**config.mk**
```make
export PLATFORM = sky130hd
export DESIGN_NAME = instr_fetch
export DESIGN_NICKNAME = d
export VERILOG_FILES = /design/src/rtl/instr_fetch.sv
export SDC_FILE = /design/constraint.sdc
export NUM_CORES = 1
export LEC_CHECK = 0
export CORE_UTILIZATION = 25
export CTS_CLUSTER_SIZE = 12
export DETAILED_ROUTE_END_ITERATION = 6
export SETUP_SLACK_MARGIN = 0.1
export SLEW_MARGIN = 10
export SYNTH_ARGS = -nofsm -noshare
export SYNTH_HDL_FRONTEND = slang
export SYNTH_SLANG_ARGS = --single-unit
```
**constraint.sdc**
```tcl
create_clock -name Clock -period 4.8 [get_ports Clock]
set_input_delay 0.96 -clock Clock [delete_from_list [all_inputs] [get_ports Clock]]
set_output_delay 0.96 -clock Clock [all_outputs]
set_load 0.01 [all_outputs]
```
**src/rtl/instr_fetch.sv**
```systemverilog
// Instruction-fetch stage: owns the PC, registers the ROM word into the IR,
// holds on stall, inserts a one-cycle bubble on a taken branch.
module instr_fetch #(
  parameter int                 ADDR_W   = 16,
  parameter int                 INSTR_W  = 28,
  parameter logic [INSTR_W-1:0] NOP_WORD = '0
) (
  input  logic               Clock,
  input  logic               Reset,
  output logic [ADDR_W-1:0]  oAddress,
  input  logic [INSTR_W-1:0] iInstruction,
  input  logic               iStall,
  input  logic               iBranchTaken,
  input  logic [ADDR_W-1:0]  iBranchTarget,
  output logic [INSTR_W-1:0] oInstruction,
  output logic [ADDR_W-1:0]  oInstrPC,
  output logic               oValid,
  output logic [15:0]        oStallCount
);

  typedef enum logic [1:0] {
    RUN      = 2'd0,
    HOLD     = 2'd1,
    REDIRECT = 2'd2
  } state_e;

  state_e             state_q, state_d;
  logic [ADDR_W-1:0]  pc_q, pc_d;
  logic [INSTR_W-1:0] ir_q, ir_d;
  logic [ADDR_W-1:0]  ipc_q, ipc_d;
  logic               vld_q, vld_d;
  logic [15:0]        cnt_q, cnt_d;

  always_ff @(posedge Clock) begin
    if (!Reset) begin
      state_q <= RUN;
      pc_q    <= '0;
      ir_q    <= NOP_WORD;
      ipc_q   <= '0;
      vld_q   <= 1'b0;
      cnt_q   <= '0;
    end else begin
      state_q <= state_d;
      pc_q    <= pc_d;
      ir_q    <= ir_d;
      ipc_q   <= ipc_d;
      vld_q   <= vld_d;
      cnt_q   <= cnt_d;
    end
  end

  // REDIRECT only marks the bubble cycle; it resolves exactly like RUN.
  always_comb begin
    state_d = RUN;
    unique case (state_q)
      RUN, REDIRECT, HOLD: begin
        if (iBranchTaken)  state_d = REDIRECT;
        else if (iStall)   state_d = HOLD;
        else               state_d = RUN;
      end
      default:             state_d = RUN;
    endcase
  end

  always_comb begin
    pc_d  = pc_q;
    ir_d  = ir_q;
    ipc_d = ipc_q;
    vld_d = vld_q;
    cnt_d = cnt_q;
    if (iBranchTaken) begin
      pc_d  = iBranchTarget;
      ir_d  = NOP_WORD;
      vld_d = 1'b0;
    end else if (iStall) begin
      if (cnt_q != 16'hFFFF) cnt_d = cnt_q + 16'd1;
    end else begin
      ir_d  = iInstruction;
      ipc_d = pc_q;
      vld_d = 1'b1;
      pc_d  = pc_q + 1'b1;
    end
  end

  assign oAddress     = pc_q;
  assign oInstruction = ir_q;
  assign oInstrPC     = ipc_q;
  assign oValid       = vld_q;
  assign oStallCount  = cnt_q;

endmodule

```
==> results of run 1 <==
[sequential cells by signal, summed over array words and instances (netlist names)]
signal        count
oValid            1
oAddress         16
oInstruction     28
oStallCount      16
oInstrPC         16
[synthesized netlist by cell type (2+ instances only)]
| cell type | number |
|---|---|
| a21boi_0 | 17 |
| a21boi_2 | 2 |
| a21oi_1 | 7 |
| and2_1 | 17 |
| and3_1 | 4 |
| buf_2 | 5 |
| buf_6 | 2 |
| clkbuf_1 | 13 |
| dfxtp_1 | 77 |
| ha_1 | 2 |
| inv_1 | 6 |
| mux2i_1 | 29 |
| nand2_1 | 49 |
| nand2b_1 | 5 |
| nand3_1 | 9 |
| nand3_2 | 2 |
| nand4_1 | 9 |
| nor2_1 | 33 |
| nor3_1 | 2 |
| nor4_1 | 4 |
| o211a_1 | 4 |
| o211ai_1 | 4 |
| o21ai_0 | 14 |
| o21ai_1 | 2 |
| o31ai_1 | 4 |
| or4_2 | 2 |
| xnor2_1 | 12 |
| xor2_1 | 10 |
[layout make-up]
type | instances | area (um^2) | share of cell area, %
multi-input cells | 257 | 1650 | 32.7
flip-flops and latches | 77 | 1540 | 30.6
repair buffers | 128 | 1270 | 25.2
clock buffers | 10 | 229 | 4.55
well taps | 172 | 215 | 4.28
clock inverters | 6 | 111 | 2.21
inverters | 6 | 22.5 | 0.447
[critical path, cell delays in order]
cell and delay (ns):
clkdlybuf4s50_1 0.46, buf_4 0.24, inv_1 0.24, nand2_1 0.78, nor2_1 0.14
[final timing paths]
path	from	to	slack, ns	cells past startpoint
worst max-delay path	iBranchTaken	oInstruction[13]	2.15	5
worst max register to register	oStallCount[0]	oStallCount[7]	2.84	6
worst min register to register	oValid	oValid	0.46	2
worst min-delay path	oValid	oValid	0.46	2
[report_power, final]
part           leakage [nW]  internal (mW)  switching, mW
Sequential            0.628          0.661         0.0212
Combinational          1.08         0.0999         0.0686
Clock                 0.163          0.508          0.262
[metal layers]
layer | vias up | wire, um | GRT usage [%]
met5 | - | 0 | 0
met4 | 0 | 156 | 6.08
met3 | 12 | 723 | 5.66
met2 | 97 | 3560 | 19.0
met1 | 1288 | 3970 | 16.6
li1 | 1477 | - | -
[through the flow]
| stage | std cells | util, % | total power [mW] |
|---|---|---|---|
| 5_1_grt | 656 | 39.4 | 1.69 |
| 3_3_place_gp | 640 | 36.7 | 0.864 |
| 6_report | 656 | 39.4 | 1.62 |
| 4_1_cts | 656 | 39.4 | 1.65 |
| 2_1_floorplan | 361 | - | 0.768 |
| 3_5_place_dp | 640 | 36.7 | 0.866 |
[cell families after synthesis]
| logic type | Yosys count | share of synthesized area [%] |
|---|---|---|
| AND/OR/NAND/NOR | 145 | 21.8 |
| flip-flops | 77 | 46.5 |
| AO/OA/AOI/OAI | 59 | 12.5 |
| multiplexers | 29 | 8.75 |
| buffers and inverters | 27 | 3.81 |
| XOR/XNOR | 22 | 5.81 |
| adder cells (fa/ha/maj) | 2 | 0.755 |
[placed cells by master (no fill, tap or decap), types with 5 or more instances in the layout]
master / netlist / final
a21boi_0: 17 / 17
a21oi_1: 7 / 7
and2_1: 17 / 17
clkbuf_16: 0 / 9
clkdlybuf4s50_1: 0 / 123
dfxtp_1: 77 / 77
inv_1: 6 / 6
mux2i_1: 29 / 29
nand2_1: 49 / 49
nand2b_1: 5 / 5
nand3_1: 9 / 9
nand4_1: 9 / 9
nor2_1: 33 / 33
o21ai_0: 14 / 14
xnor2_1: 12 / 12
xor2_1: 10 / 10
==> impl_metrics.csv, run 1 <==
group,metric,value,unit
sta,fin_setup_tns,0,ns
placement,port_buffers,124,
sta,fin_skew,0.00579,ns
clock_tree,cts_buffers,9,
synthesis,async_flop_share,0,%
placement,routabilityCongestion,0.741,
sta,fin_crit_sh,55.2,%
floorplanning,core_area,0.0128,mm^2
clock_tree,postCtsSetupBuffers,0,
floorplanning,initial_utilization,26.0,%
grt,grt-ovfl-total,0,
sta,setup_violations,0,
pwr,p_leak,1.87,nW
placement,dpl-instance-area,0.00469,mm^2
synthesis,synth_warnings,0,
drt,vias_per_cell,4.38,
grt,antenna_found_initial,0,
finish,fin_nets,529,
grt,grt_usage,13.1,%
grt,grt_pass1_vias,2781,
worst_setup_path,cp-start-kind,"input port",
clock_tree,insertion_delay,0.33,ns
floorplanning,rows,41,
drt,drc,0,
synthesis,synth_area_leader_cell,"dfxtp_1",
clock_tree,cts_tree,"done",
floorplanning,die_height,117,um
sta,fmax,378,MHz
clock_tree,cts_hold_buffers,0,
synthesis,yosysTopAreaCellShare,46.5,%
flow_run,cap_violations,0,
finish,fillCellCount,1265,
synthesis,synth_area_per_cell,9.18,um^2
pwr,power_density,322,mW/mm^2
grt,grt_max_degree,54,
floorplanning,dieArea,0.0137,mm^2
hold_path,hold_class,"reg2reg",
synthesis,ys.flop_type,"dfxtp_1",
synthesis,yosysSeqAreaShare,46.5,%
floorplanning,pin_count,125,
drt,wl_per_cell,12.8,um
clock_tree,htreeDepth,3,
sta,drv_slew,0,
synthesis,synth_cells,361,
finish,areaGrowthSynthToFinish,51.8,%
finish,final_area,0.00503,mm^2
sta,hold_viol_final,0,
sta,max_slew_margin,34.9,%
worst_setup_path,path_class,"in2reg",
clock_tree,clk_pin_slew,0.06,ns
drt,drtIter0Drc,79,
synthesis,synth-seq-cells,77,
pwr,worst_ir_drop_vdd,0.165,mV
worst_setup_path,worstSetupEndpointType,"flop",
drt,num_vias,2874,
worst_setup_path,crit_arrival,2.83,ns
finish,diodes,0,
drt,ant_nets,0,
finish,drive_gt1_share,6.61,%
synthesis,synth.area.top_cells,"dfxtp_1 46%, mux2i_1 8.8%, nand2_1 5.5%",
drt,drt_pass1_iterations,4,
grt,grt_pass1_wl,13.6,mm
placement,preCtsSetupSlack,1.76,ns
sta,rsz0062_at_grt,"no",
status,status,"complete, no violations",
placement,dp_hpwl,6.13,mm
sta,finalCriticalPeriod,2.65,ns
clock_tree,clockRootBuffer,"clkbuf_16",
clock_tree,clk_path_buf_depth,2,
clock_tree,cts_sinks,77,
worst_setup_path,required,4.98,ns
sta,worstMarginPinSlew,0.975,ns
worst_setup_path,critPathMaxFanout,29,
synthesis,syn-cell-area,0.00332,mm^2
sta,setup_ws,2.15,ns
sta,whs,0.457,ns
synthesis,ys_types,43,
clock_tree,cts_resized,0,
drt,wirelength,8.41,mm
synthesis,syn_nets,411,
synthesis,synth-edff-count,0,
floorplanning,die_w,117,um
No activity file was read; power rests on OpenSTA's default activity.
==> run 2: changes to the inputs <==
==> constraint.sdc (replaced) <==
create_clock -name Clock -period 2.7 [get_ports Clock]
set_input_delay 0.54 -clock Clock [delete_from_list [all_inputs] [get_ports Clock]]
set_output_delay 0.54 -clock Clock [all_outputs]
set_load 0.01 [all_outputs]
==> run 2 against run 1 <==
  * Cell area decreased by 0.57%
  * Via count rose by 1.6%
  * Utilization down 0.23 points
==> impl_metrics.csv, run 2 (synthesis gave the netlist of run 1 again) <==
group,metric,value,unit
clock_tree,cts_tree,"done",
floorplanning,die_height,117,um
floorplanning,core_area,0.0128,mm^2
clock_tree,cts_resized,0,
sta,fin_crit_sh,76.3,%
drt,drt_pass1_iterations,4,
pwr,power_density,546,mW/mm^2
sta,rsz0062_at_grt,"no",
drt,wl_per_cell,13.4,um
placement,dpl-instance-area,0.00471,mm^2
clock_tree,cts_buffers,9,
pwr,pwr-share-comb,11.1,%
finish,diodes,0,
sta,max_slew_margin,51.2,%
sta,hold_viol_final,0,
pwr,p_int,2.12,mW
pwr,p_sw_share,22.5,%
worst_setup_path,crit_end,"oStallCount[11]",
clock_tree,htreeDepth,3,
drt,drtIter0Drc,136,
grt,grt_pass1_vias,2744,
placement,port_buffers,124,
clock_tree,cts_hold_buffers,0,
floorplanning,initial_utilization,26.0,%
grt,grt_pass1_wl,13.6,mm
worst_setup_path,reg2reg_depth,6,
worst_setup_path,r2r-end,"oStallCount[14]",
grt,grt_max_degree,31,
worst_setup_path,crit_arrival,2.29,ns
floorplanning,pin_count,125,
sta,fin_setup_tns,0,ns
sta,setup_ws,0.641,ns
drt,drc,0,
grt,grt_usage,13.2,%
worst_setup_path,r2r_start,"oStallCount[0]",
sta,fmax,486,MHz
worst_setup_path,critPathMaxFanout,4,
worst_setup_path,required,2.93,ns
finish,fin_nets,531,
drt,vias_per_cell,4.44,
floorplanning,rows,41,
drt,wirelength,8.79,mm
finish,layout_commonest_cell,"clkdlybuf4s50_1",
worst_setup_path,path_class,"in2reg",
grt,antenna_found_initial,0,
clock_tree,clk_pin_slew,0.06,ns
finish,final_util,39.2,%
pwr,worst_ir_drop_vdd,0.274,mV
finish,mostFrequentLayoutCells,"123 x clkdlybuf4s50_1, 77 x dfxtp_1, 49 x nand2_1, 32 x nor2_1, 29 x mux2i_1",
clock_tree,cts_sinks,77,
grt,grt-ovfl-total,0,
sta,worstMarginPinSlew,0.731,ns
finish,drive_gt1_share,6.60,%
sta,fin_skew,0.00639,ns
worst_setup_path,cp-start-kind,"input port",
clock_tree,postCtsSetupBuffers,0,
drt,num_vias,2919,
clock_tree,clk_path_buf_depth,2,
placement,routabilityCongestion,0.782,
flow_run,cap_violations,0,
finish,largest_reg_flops,28,
pwr,p_sw,0.616,mW
finish,final_area,0.00500,mm^2
worst_setup_path,worstSetupEndpointType,"flop",
pwr,p_leak,1.86,nW
worst_setup_path,r2r_slack,0.73,ns
sta,drv_slew,0,
sta,setup_violations,0,
floorplanning,die_w,117,um
placement,preCtsSetupSlack,0.187,ns
hold_path,hold_class,"reg2reg",
clock_tree,insertion_delay,0.34,ns
pwr,p_seq_share,44.3,%
worst_setup_path,crit_start,"iBranchTaken",
floorplanning,dieArea,0.0137,mm^2
drt,ant_nets,0,
pwr,pwr-share-clk,44.6,%
status,status,"complete, no violations",
clock_tree,clockRootBuffer,"clkbuf_16",
placement,dp_hpwl,6.26,mm
finish,areaGrowthSynthToFinish,50.9,%
sta,finalCriticalPeriod,2.06,ns
==> run 2: cell count changes in the layout (fill, tap and decap cells not counted) <==
| cell | change |
|---|---|
| buf_4 | +2 |
| bufinv_16 | -2 |
| clkbuf_1 | +2 |
| clkbuf_8 | +2 |
| clkinv_2 | -1 |
| clkinv_4 | -1 |
| clkinvlp_4 | -1 |
| nor2_1 | -1 |
| nor2_2 | +1 |
==> run 2: final cells by class <==
| class | count | area [um^2] |
|---|---|---|
| multi-input cells | 257 | 1650 |
| fillers | 1282 | 7770 |
| well taps | 172 | 215 |
| clock inverters | 1 | 30.0 |
| inverters | 6 | 22.5 |
| clock buffers | 14 | 264 |
| flip-flops and latches | 77 | 1540 |
| repair buffers | 130 | 1280 |
==> run 2: per-stage QoR <==
stage	hold slack (ns)	total power [mW]	cells
global placement	0.439	1.54	642
CTS	0.467	2.78	657
finish	0.462	2.73	657
detailed placement	0.450	1.54	642
global route	0.477	2.84	657
floorplan	0.474	1.37	361
==> run 2: per-layer routing <==
metal	up-vias	part of all wire, %	global-route usage [%]
met1	1332	45	15.6
met4	0	2.2	7.00
met5	-	0	0
met3	16	9.5	5.72
li1	1473	-	-
met2	98	44	20.2
==> run 2: power by group through the flow <==
stage          registers (mW)  clock network [mW]  logic, mW
6_report                 1.21                1.22      0.304
5_1_grt                  1.22                1.29      0.333
4_1_cts                  1.21                1.25      0.309
3_5_place_dp             1.24                   0      0.307
3_3_place_gp             1.24                   0      0.302
2_1_floorplan            1.25                   0      0.119
==> run 2: worst min-delay path by stage <==
| stage | from | to | slack (ns) | cells past startpoint |
|---|---|---|---|---|
| 6_report | oInstrPC[7] | oInstrPC[7] | 0.46 | 2 |
| 5_1_grt | oInstrPC[7] | oInstrPC[7] | 0.48 | 2 |
| 4_1_cts | oInstrPC[11] | oInstrPC[11] | 0.47 | 2 |
| 3_5_place_dp | oValid | oValid | 0.45 | 2 |
| 3_3_place_gp | oValid | oValid | 0.44 | 2 |
| 2_1_floorplan | oValid | oValid | 0.47 | 2 |
==> run 2: worst max-delay path: stages <==
cell	delay [ns]
clkdlybuf4s50_1	0.48
nand4b_1	0.26
nor4_1	0.44
o21ai_0	0.24
xnor2_1	0.17
and2_1	0.16
